<file path="config.mk">
export PLATFORM = sky130hd
export DESIGN_NAME = qed_imem_loader
export DESIGN_NICKNAME = d
export VERILOG_FILES = /design/src/rtl/qed_imem_loader.sv
export SDC_FILE = /design/constraint.sdc
export NUM_CORES = 1
export LEC_CHECK = 0
export BUFFER_PORTS_ARGS = -buffer_cell sky130_fd_sc_hd__clkbuf_2
export CORE_MARGIN = 10
export CORE_UTILIZATION = 51
export DETAILED_ROUTE_END_ITERATION = 12
export MAX_ROUTING_LAYER = met4
export PLACE_DENSITY_LB_ADDON = 0.05
export SLEW_MARGIN = 30
export SYNTH_ARGS = -nofsm -noshare
export SYNTH_HDL_FRONTEND = slang
export SYNTH_SLANG_ARGS = --single-unit
</file>
<file path="constraint.sdc">
create_clock -name clk_i -period 2.5 [get_ports clk_i]
set_input_delay 0.125 -clock clk_i [delete_from_list [all_inputs] [get_ports clk_i]]
set_output_delay 0.125 -clock clk_i [all_outputs]
set_load 0.01 [all_outputs]
</file>
<file path="src/rtl/qed_imem_loader.sv">
// QED instruction-stream loader: buffers QED instructions in a small FIFO and
// drains them into the instruction-memory write port at sequential word addresses.
module qed_imem_loader #(
    parameter int unsigned         DATA_W     = 32,
    parameter int unsigned         ADDR_W     = 32,
    parameter int unsigned         DEPTH      = 32,
    parameter logic [ADDR_W-1:0]   BASE_ADDR  = '0,
    parameter int unsigned         FIFO_DEPTH = 4,
    parameter int unsigned         WRAP_MODE  = 1,
    parameter int unsigned         CNT_W      = 16
) (
    input  logic              clk_i,
    input  logic              rst_i,
    input  logic              qed_vld_i,
    input  logic [DATA_W-1:0] qed_instr_i,
    output logic              qed_stall_o,
    input  logic              mem_ready_i,
    output logic [ADDR_W-1:0] mem_addr_o,
    output logic [DATA_W-1:0] mem_data_o,
    output logic              mem_w_en_o,
    input  logic              restart_i,
    output logic              full_o,
    output logic              overflow_o,
    output logic [CNT_W-1:0]  count_o
);

    localparam int unsigned WPTR_W = $clog2(DEPTH);
    localparam int unsigned FPTR_W = $clog2(FIFO_DEPTH);
    localparam int unsigned FCNT_W = FPTR_W + 1;
    localparam logic [WPTR_W-1:0] WPTR_LAST = WPTR_W'(DEPTH - 1);
    localparam logic [FCNT_W-1:0] FCNT_FULL = FCNT_W'(FIFO_DEPTH);
    localparam logic [FCNT_W-1:0] FCNT_ONE  = FCNT_W'(1);

    typedef enum logic [1:0] {StIdle, StDrain, StHalt} state_e;

    state_e               state_q, state_d;
    logic [DATA_W-1:0]    fifo_q [FIFO_DEPTH];
    logic [FPTR_W-1:0]    rd_ptr_q, wr_ptr_q;
    logic [FCNT_W-1:0]    fcnt_q;
    logic [WPTR_W-1:0]    wptr_q;
    logic [CNT_W-1:0]     count_q;
    logic                 overflow_q, full_q;
    logic                 mem_w_en_q;
    logic [ADDR_W-1:0]    mem_addr_q;
    logic [DATA_W-1:0]    mem_data_q;

    logic fifo_empty, fifo_full, pop, push, stall, last_word;

    // Handshake decode: a pop frees a slot in the same cycle, so a full FIFO
    // only stalls QED when the memory side is not draining.
    always_comb begin
        fifo_empty = (fcnt_q == '0);
        fifo_full  = (fcnt_q == FCNT_FULL);
        pop        = !fifo_empty && mem_ready_i && (state_q != StHalt);
        stall      = fifo_full && !pop;
        push       = qed_vld_i && !stall;
        last_word  = pop && (WRAP_MODE == 0) && (wptr_q == WPTR_LAST);
    end

    // Next-state logic for the drain controller.
    always_comb begin
        state_d = state_q;
        unique case (state_q)
            StIdle:  if (push) state_d = StDrain;
            StDrain: begin
                if (last_word) begin
                    state_d = StHalt;
                end else if (pop && !push && (fcnt_q == FCNT_ONE)) begin
                    state_d = StIdle;
                end
            end
            StHalt:  state_d = StHalt;
            default: state_d = StIdle;
        endcase
    end

    // State register; restart behaves exactly like reset.
    always_ff @(posedge clk_i) begin
        if (rst_i || restart_i) begin
            state_q <= StIdle;
        end else begin
            state_q <= state_d;
        end
    end

    // FIFO storage carries no reset; occupancy is tracked by fcnt_q.
    always_ff @(posedge clk_i) begin
        if (push) begin
            fifo_q[wr_ptr_q] <= qed_instr_i;
        end
    end

    // FIFO pointers, write pointer, counters, flags and registered write port.
    always_ff @(posedge clk_i) begin
        if (rst_i || restart_i) begin
            rd_ptr_q   <= '0;
            wr_ptr_q   <= '0;
            fcnt_q     <= '0;
            wptr_q     <= '0;
            count_q    <= '0;
            overflow_q <= 1'b0;
            full_q     <= 1'b0;
            mem_w_en_q <= 1'b0;
            mem_addr_q <= BASE_ADDR;
            mem_data_q <= '0;
        end else begin
            if (push) begin
                wr_ptr_q <= wr_ptr_q + FPTR_W'(1);
            end
            unique case ({push, pop})
                2'b10:   fcnt_q <= fcnt_q + FCNT_W'(1);
                2'b01:   fcnt_q <= fcnt_q - FCNT_W'(1);
                default: fcnt_q <= fcnt_q;
            endcase
            if (pop) begin
                rd_ptr_q   <= rd_ptr_q + FPTR_W'(1);
                mem_w_en_q <= 1'b1;
                mem_data_q <= fifo_q[rd_ptr_q];
                mem_addr_q <= BASE_ADDR + ADDR_W'({wptr_q, 2'b00});
                // Natural power-of-two rollover gives the wrap-mode behaviour.
                wptr_q     <= wptr_q + WPTR_W'(1);
                count_q    <= count_q + CNT_W'(1);
            end else begin
                mem_w_en_q <= 1'b0;
            end
            if (last_word) begin
                full_q <= 1'b1;
            end
            if (qed_vld_i && stall) begin
                overflow_q <= 1'b1;
            end
        end
    end

    assign qed_stall_o = stall;
    assign mem_w_en_o  = mem_w_en_q;
    assign mem_addr_o  = mem_addr_q;
    assign mem_data_o  = mem_data_q;
    assign full_o      = full_q;
    assign overflow_o  = overflow_q;
    assign count_o     = count_q;

endmodule

</file>
======== Word level (Yosys, flattened, before mapping) ========
Memories as Yosys holds them, arrays and structs flattened. A register that Yosys moved wholly into a read port is not among the register bits.
Cells that the tools add are included.
word-level totals
  flip-flop bits (word level) ............. 37
  bits in writable memories ............... 128
  input bits .............................. 37
  output and inout bits ................... 84
  logic and storage cells ................. 48
  memories kept ........................... 1
memory list
  memory  depth  bits a word  read ports  clocked after memory_dff  write ports  line  source
  fifo_q  4      32           1           1                         1            37    logic [DATA_W-1:0] fifo_q [FIFO_DEPTH];
cells by class
  $add $sub $neg .......................... 6
  eq/ne operators ......................... 9
  multiplexer cells ....................... 7
  reductions and logical operators ........ 16
operators by type and width
  cell                                               count
  adder 16 x 1 -> 16 bit (second input constant)     1
  logical AND 1 bit                                  7
  inequality test 2 bit (second input constant)      3
  one-hot mux 2 bit (3 select lines)                 1
  one-hot mux 3 bit (2 select lines)                 1
  adder 5 x 1 -> 5 bit (second input constant)       1
  adder 2 x 1 -> 2 bit (second input constant)       2
  == test 2 x 1 -> 1 bit (second input constant)     2
  == test 2 bit (second input constant)              2
  logical NOT 1 bit                                  4
  2-to-1 mux 2 bit                                   2
  adder 3 x 1 -> 3 bit (second input constant)       1
  == test 3 x 1 -> 1 bit (second input constant)     1
  == test 3 bit (second input constant)              1
  logical NOT 3 bit                                  1
  2-to-1 mux 1 bit                                   3
  subtractor 3 x 1 -> 3 bit (second input constant)  1
  logical NOT 2 bit                                  1
  AND reduction 2 bit                                1
  nonzero test 2 bit                                 1
  logical OR 1 bit                                   1

======== Logic depth before layout (Yosys ltp) ========
Gate-level depths: netlist of the first run.
  depth in word-level cells ............... 13
  mapped depth ............................ 8
  depth with buffers taken out ............ 7

======== Least setup slack after synthesis of the first run ========
OpenSTA, ideal clock, no wires.
  kind .................................... register -> register
  start point ............................. register fcnt_q[0]
  end point ............................... memory fifo_q[1][0], enable pin
  library setup time ...................... 0.392 ns
  data arrival time ....................... 1.933 ns
  data required time ...................... 2.108 ns
  setup slack ............................. 0.174 ns
  cell stages (with the launch flop) ...... 6
  buffers on the path ..................... 0
  period minus slack after synthesis ...... 2.326 ns
  path through ............................ dfxtp_1 > inv_1 > ha_1 > and2_1 > o21ai_1 > and3_1
between the ends
  longest elaborated chain between the ends .. 10
  elaborated cells between the ends (all ways) .. 11
  those cells by class .................... eq/ne: 1; mux: 2; reduce/logical: 8
ends and longest elaborated chain
  what                                        line  source
  start: declaration                          39    logic [FCNT_W-1:0] fcnt_q;
  start signal: assignment                    111   2'b10: fcnt_q <= fcnt_q + FCNT_W'(1);
  start signal: assignment                    112   2'b01: fcnt_q <= fcnt_q - FCNT_W'(1);
  start signal: assignment                    113   default: fcnt_q <= fcnt_q;
  logical NOT 3 bit                           52    fifo_empty = (fcnt_q == '0);
  logical NOT 1 bit                           54    pop = !fifo_empty && mem_ready_i && (state_q != StHalt);
  logical AND 1 bit (2 in series)             54
  logical NOT 1 bit                           55    stall = fifo_full && !pop;
  logical AND 1 bit (*)                       55
  logical NOT 1 bit (*)                       56    push = qed_vld_i && !stall;
  logical AND 1 bit (*)                       56
  2-to-1 mux 1 bit (*)                        88    if (push) begin
  2-to-1 mux 1 bit (not written as such) (*)  89    fifo_q[wr_ptr_q] <= qed_instr_i;
  end: declaration                            37
Every way passes the cells marked *; elsewhere a longest branch is shown, timed or not.

======== Worst setup path in the final report of the first run ========
  start point ............................. register fcnt_q[0]
  end point ............................... register count_q[10], in the netlist count_o[10]
between the ends
  longest elaborated chain between the ends .. 4
ends and longest elaborated chain
  what                             line  source
  logical NOT 3 bit                52
  logical NOT 1 bit                54
  logical AND 1 bit (2 in series)  54
  end signal: assignment           122   count_q <= count_q + CNT_W'(1);
  end: declaration                 41    logic [CNT_W-1:0] count_q;
Every way passes these cells.
A chain may end at the register's enable or synchronous reset.

==> results of run 1 <==
worst max path at each step:
stage	end	slack, ns	from
finish	count_o[10]$_SDFFE_PP0N_	0.34	fcnt_q[0]$_SDFFE_PP0P_
global route	count_o[13]$_SDFFE_PP0N_	0.13	fcnt_q[0]$_SDFFE_PP0P_
CTS	count_o[10]$_SDFFE_PP0N_	0.33	fcnt_q[0]$_SDFFE_PP0P_
detailed placement	count_o[10]$_SDFFE_PP0N_	0.34	fcnt_q[0]$_SDFFE_PP0P_
global placement	fifo_q[2][26]$_DFFE_PP_	0.40	fcnt_q[0]$_SDFFE_PP0P_
floorplan	fifo_q[1][0]$_DFFE_PP_	0.17	fcnt_q[0]$_SDFFE_PP0P_
worst register-to-register path, stage by stage (launching register included):
cell and delay, ns:
dfxtp_1 0.38, inv_1 0.09, ha_1 0.28, nand2b_1 0.31, nand3_1 0.30, or4_1 0.57
a21oi_1 0.16
layer usage:
metal / wire, microns / vias up / track usage [%]
met4: 255 / 0 / 5.32
li1: - / 2246 / -
met1: 7060 / 2364 / 19.9
met5: 0 / - / -
met3: 728 / 16 / 3.35
met2: 8120 / 106 / 27.6
synthesized netlist by cell type, drive strengths merged:
cell type | number | area share (%)
a211o | 1 | 0.11
a32oi | 1 | 0.11
nand2 | 88 | 4.3
or4 | 5 | 0.49
edfxtp | 128 | 50
dfxtp | 69 | 18
and4 | 3 | 0.34
a21oi | 55 | 3.6
inv | 8 | 0.39
and2 | 1 | 0.081
o221a | 1 | 0.15
o211ai | 1 | 0.097
xnor2 | 3 | 0.34
xor2 | 3 | 0.34
nand3 | 12 | 0.84
a211oi | 1 | 0.097
ha | 10 | 1.6
conb | 1 | 0.049
nor2b | 2 | 0.16
nand2b | 3 | 0.24
and3 | 7 | 0.57
nand4 | 11 | 0.89
buf | 41 | 3.7
o311a | 1 | 0.13
o311ai | 1 | 0.11
o21ai | 11 | 0.71
mux4 | 32 | 9.3
nor2 | 13 | 0.63
or3 | 8 | 0.65
nor3b | 1 | 0.097
a2111oi | 1 | 0.11
o31ai | 5 | 0.49
nor3 | 2 | 0.13
mux2i | 4 | 0.52
or2 | 1 | 0.081
o211a | 1 | 0.13
clkbuf | 18 | 0.87
stage by stage:
stage               hold WS, ns  utilization [%]  cell area (sq um)  setup slack (ns)
global placement          0.342             56.9               8370             0.404
finish                   0.0198             62.7               9220             0.336
global route             0.0349             62.7               9220             0.135
CTS                     0.00194             62.7               9220             0.325
detailed placement        0.346             57.0               8370             0.338
floorplan                 0.224                -               7830             0.174
logic make-up after synthesis:
kind of cell	Yosys count	share of synthesized area, %
xor gates and xnor gates	6	0.680
adders and majority gates	10	1.62
AOI/OAI and AO/OA	80	5.81
buffers and inverters	67	4.94
DFF	197	67.6
other	1	0.0485
muxes	36	9.84
and+or+nand+nor	157	9.47
sequential cells by signal, indices dropped and copies added (netlist names):
name and cells:
state_q 2, fcnt_q 3, overflow_o 1, rd_ptr_q 2, wr_ptr_q 2, fifo_q 128
count_o 16, mem_data_o 32, wptr_q 5, mem_w_en_o 1, mem_addr_o 5
cell type report:
cell class / instances / area share (%)
Clock buffer: 20 / 4.74
Tap cell: 184 / 2.50
Timing Repair Buffer: 137 / 10.5
Inverter: 8 / 0.326
Clock inverter: 11 / 0.950
Sequential cell: 197 / 56.7
Multi-Input combinational cell: 317 / 24.3
power breakdown:
group          internal, uW  switching, uW  total, uW
registers              3530           23.4       3560
logic                   171            241        412
clock network          1350           1110       2460
what timing repair did:
action	4_1_cts	5_1_grt
hold endpoints to repair	128	0
hold buffers	32	0
setup endpoints to repair	0	0
setup buffers	0	0
==> flow_metrics.py, run 1 <==
metrics = {
    "setup_path": {
        "cp_max_fo": 9,
        "critPathKind": "reg -> reg",
        "cp_num_cells": 6,
        "crit_path_end_kind": "flip-flop",
        "ff2ff_setup_slack_ns": 0.34,
        "cp_top_family": "simple AND/OR/NAND/NOR gates",
        "regToRegStartpoint": "fcnt_q[0]$_SDFFE_PP0P_",
        "crit_arrival_ns": 2.51,
        "cp.required_ns": 2.85,
        "r2r_cells": 6,
        "r2r-end": "count_o[10]$_SDFFE_PP0N_",
        "critical_path.slowest_cell": "or4_1",
        "worstSetupStartpointType": "flip-flop",
        "crit_chain": "inv_1 > ha_1 > nand2b_1 > nand3_1 > or4_1 > a21oi_1",
        "slowest_delay_ns": 0.57,
        "critPathBufInv": 1,
    },
    "hold_path": {
        "hold_depth": 3,
        "hold_class": "in -> reg",
        "hold_path_startpoint": "rst_i",
        "whs_endpoint": "count_o[15]$_SDFFE_PP0N_",
    },
    "finish": {
        "drive_above_1_share_pct": 24.9,
        "diodes": 0,
        "ff_latch_area_sq_um": 5230,
        "fillCellCount": 1140,
        "stdcell_count": 874,
        "nets": 725,
        "mostFrequentLayoutCell": "edfxtp_1",
        "final_cell_mix": "edfxtp_1, clkbuf_2, nand2_1",
        "synthToLayoutAreaGrowth_pct": 19.2,
        "multi_input_area_sq_um": 2240,
    },
    "drt": {
        "dr.pass1.iters": 5,
        "wl_per_cell_microns": 18.5,
        "drtIter0Drc": 261,
        "dr_total_vias": 4732,
        "ant_nets": 0,
        "via_per_inst": 5.41,
        "drc_errors": 0,
        "drt-total-wl_microns": 16200,
    },
    "timing": {
        "setup_viol": 0,
        "relSlewSlack_pct": 56.8,
        "final.min_clock_period_ns": 2.16,
        "max_freq_mhz": 462,
        "rsz0062_at_grt": "false",
        "fin_crit_sh_pct": 86.6,
        "finClkSkew_ns": 0.0100,
        "hold_viol_final": 0,
        "worst_pin_slew_ns": 0.647,
        "slew_viol_final": 0,
        "fin_tns_setup_ns": 0,
    },
    "global_route": {
        "track_usage_pct": 16.6,
        "grt_max_degree": 52,
        "grt_pass1_vias": 4856,
        "grt_overflow_total": 0,
        "antenna_found_initial": 0,
        "grt_pass1_wl_microns": 25800,
    },
    "die": {
        "io_pins": 121,
        "dieArea_sq_um": 20500,
        "core_area_sq_um": 14700,
        "initial_utilization_pct": 52.6,
        "rows": 44,
        "die_x_microns": 143,
        "die_h_microns": 143,
    },
    "run_status": {
        "status": "finished, final reports clean",
    },
    "synthesis": {
        "netlist_instances": 554,
        "synth.avg_cell_area_sq_um": 14.0,
        "synth_seq_area_share_pct": 67.6,
        "ys_warn_count": 0,
        "syn_area_sq_um": 7730,
        "synth-seq-cells": 197,
        "yosysUniqueCellTypes": 41,
    },
    "clocking": {
        "cts_sinks": 197,
        "cts-resized-gates": 0,
        "clock_latency_ns": 0.42,
        "htree_num_levels": 4,
        "cts_root_buf": "clkbuf_16",
        "clkTransAtPathRegs_ns": 0.07,
        "cts_inserted_buffers": 17,
        "clockBufferDepth": 2,
        "tritoncts": "yes",
    },
    "power": {
        "p_total_uw": 6430,
        "powerDensity_nw_per_um2": 698,
        "p_leak_uw": 0.00326,
        "peakVddDrop_mv": 0.463,
    },
    "placed_design": {
        "place.gp.congestion": 0.790,
        "placedCellCount": 811,
        "dp_hpwl_microns": 10700,
        "io_buffers": 92,
    },
    "run": {
        "drv_cap": 0,
    },
}
Note: power is estimated with default switching activity, not from simulation.
==> run 2, diff against run 1 <==
--- a/config.mk
+++ b/config.mk
@@ -10,7 +10,7 @@
 export CORE_UTILIZATION = 51
 export DETAILED_ROUTE_END_ITERATION = 12
 export MAX_ROUTING_LAYER = met4
-export PLACE_DENSITY_LB_ADDON = 0.05
+export PLACE_DENSITY = 0.78
 export SLEW_MARGIN = 30
 export SYNTH_ARGS = -nofsm -noshare
 export SYNTH_HDL_FRONTEND = slang
==> run 2 against run 1 <==
Effect of this change:
- clock skew increased by 0.0024 ns
- first-iteration DRC count is 54% higher
- sequential share of layout area shrank 0.34 points
- routed wire length is 4.1% higher
- worst hold slack better by 0.022 ns
- worst setup slack worse by 0.097 ns
- sequential power is essentially flat
- total power is 3.0% higher
- register-to-register slack worse by 0.097 ns
- critical path type unchanged
==> flow_metrics.py, run 2 (synthesis results as in run 1) <==
metrics = {
    "run_status": {
        "status": "finished, final reports clean",
    },
    "setup_path": {
        "cp.required_ns": 2.64,
        "crit_path_end_kind": "flip-flop",
        "critical_path.slowest_cell": "and3_2",
        "crit_arrival_ns": 2.40,
        "crit_start": "fcnt_q[0]$_SDFFE_PP0P_",
        "worstSetupStartpointType": "flip-flop",
        "cp_max_fo": 23,
        "ff2ff_setup_slack_ns": 0.24,
        "r2r-end": "fifo_q[3][19]$_DFFE_PP_",
        "slowest_delay_ns": 0.47,
        "critPathKind": "reg -> reg",
        "regToRegStartpoint": "fcnt_q[0]$_SDFFE_PP0P_",
        "crit_chain": "inv_1 > ha_1 > and2_1 > o21ai_1 > and3_2 > buf_12",
        "r2r_cells": 6,
    },
    "finish": {
        "stdcell_count": 879,
        "final_util_pct": 63.1,
        "regMostFlops": "fifo_q",
        "mostFrequentLayoutCell": "edfxtp_1",
        "diodes": 0,
        "final_cell_mix": "edfxtp_1, clkbuf_2, nand2_1",
        "largest_reg_flops": 128,
        "drive_above_1_share_pct": 26.2,
        "nets": 729,
        "synthToLayoutAreaGrowth_pct": 19.9,
    },
    "clocking": {
        "cts_inserted_buffers": 17,
        "cts_root_buf": "clkbuf_16",
        "htree_num_levels": 4,
        "post_cts_buffers": 0,
        "clockBufferDepth": 2,
        "clock_latency_ns": 0.44,
        "clkTransAtPathRegs_ns": 0.07,
        "tritoncts": "yes",
        "cts_sinks": 197,
    },
    "power": {
        "p_leak_uw": 0.00331,
        "powerDensity_nw_per_um2": 715,
        "peakVddDrop_mv": 0.668,
    },
    "timing": {
        "worst_pin_slew_ns": 0.617,
        "fin_crit_sh_pct": 90.4,
        "rsz0062_at_grt": "false",
        "max_freq_mhz": 442,
        "finClkSkew_ns": 0.0124,
        "setup_viol": 0,
        "hold_ws_ns": 0.0420,
        "hold_viol_final": 0,
        "relSlewSlack_pct": 58.8,
        "layout_setup_ws_ns": 0.239,
        "final.min_clock_period_ns": 2.26,
        "slew_viol_final": 0,
        "fin_tns_setup_ns": 0,
    },
    "drt": {
        "drtIter0Drc": 401,
        "drt-total-wl_microns": 16800,
        "dr_total_vias": 4949,
        "dr.pass1.iters": 5,
        "wl_per_cell_microns": 19.2,
        "drc_errors": 0,
        "ant_nets": 0,
        "via_per_inst": 5.63,
    },
    "global_route": {
        "antenna_found_initial": 0,
        "met3_usage_pct": 4.68,
        "grt_max_degree": 50,
        "use_met2_pct": 28.0,
        "grt_overflow_total": 0,
        "busiest_layer": "met2",
        "grt_pass1_wl_microns": 26500,
        "track_usage_pct": 17.2,
        "use_met1_pct": 20.4,
        "grt_pass1_vias": 4922,
    },
    "hold_path": {
        "whs_endpoint": "count_o[15]$_SDFFE_PP0N_",
        "hold_depth": 3,
        "hold_path_startpoint": "restart_i",
        "hold_class": "in -> reg",
    },
    "die": {
        "initial_utilization_pct": 52.6,
        "core_area_sq_um": 14700,
        "rows": 44,
        "die_x_microns": 143,
        "die_h_microns": 143,
        "io_pins": 121,
        "dieArea_sq_um": 20500,
    },
    "placed_design": {
        "io_buffers": 92,
        "place.gp.congestion": 0.923,
        "placedCellCount": 814,
        "dp_hpwl_microns": 11100,
        "dp_slack_ns": 0.268,
    },
    "run": {
        "drv_cap": 0,
    },
}
-- run 2: cell types whose count changed in the layout (fill, tap and decap cells not counted), sizes merged --
| cell | delta |
|---|---|
| dlygate4sd3 | +1 |
| inv | +8 |
| clkinvlp | -2 |
| bufinv | -1 |
| clkinv | -3 |
| buf | +3 |
| clkbuf | -1 |
-- run 2: worst max-delay path, delay by kind of cell, from the launching register on --
family	cells	cell delay, ns
DFF	1	0.39
AOI/OAI and AO/OA	1	0.28
and+or+nand+nor	2	0.66
buffers and inverters	2	0.33
adders and majority gates	1	0.29
-- run 2: worst max-delay path by stage --
stage	slack [ns]	endpoint
5_1_grt	0.12	fifo_q[3][8]$_DFFE_PP_
3_3_place_gp	0.38	fifo_q[3][17]$_DFFE_PP_
4_1_cts	0.26	fifo_q[3][10]$_DFFE_PP_
6_report	0.24	fifo_q[3][19]$_DFFE_PP_
3_5_place_dp	0.27	fifo_q[3][17]$_DFFE_PP_
2_1_floorplan	0.17	fifo_q[1][0]$_DFFE_PP_
-- run 2: metal layers --
metal | vias up | part of all wire (%)
met2 | 211 | 51
met3 | 18 | 7.2
met4 | 0 | 1.4
met1 | 2457 | 40
met5 | - | 0
li1 | 2263 | -
-- run 2: cell type report --
class	instances	area, sq um
clock buffers	19	454
clock inverters	13	130
fillers	1043	5430
inverters	8	30.0
multi-input cells	317	2240
flip-flops and latches	197	5230
well taps	184	230
repair buffers	141	961
-- run 2: where the power goes --
part           switching (uW)  internal (uW)  total (uW)
Combinational             241            171         412
Clock                    1270           1390        2660
Sequential               25.8           3530        3560
-- run 2: through the flow --
stage,power (uW),cell area (sq um)
2_1_floorplan,3880,7830
3_3_place_gp,3980,8350
3_5_place_dp,4000,8350
4_1_cts,6670,9270
5_1_grt,6850,9270
6_report,6630,9270
-- run 2: what timing repair did --
item	4_1_cts	5_1_grt
hold buffers	33	0
endpoints found under the hold margin	129	0
gates resized for setup	0	0
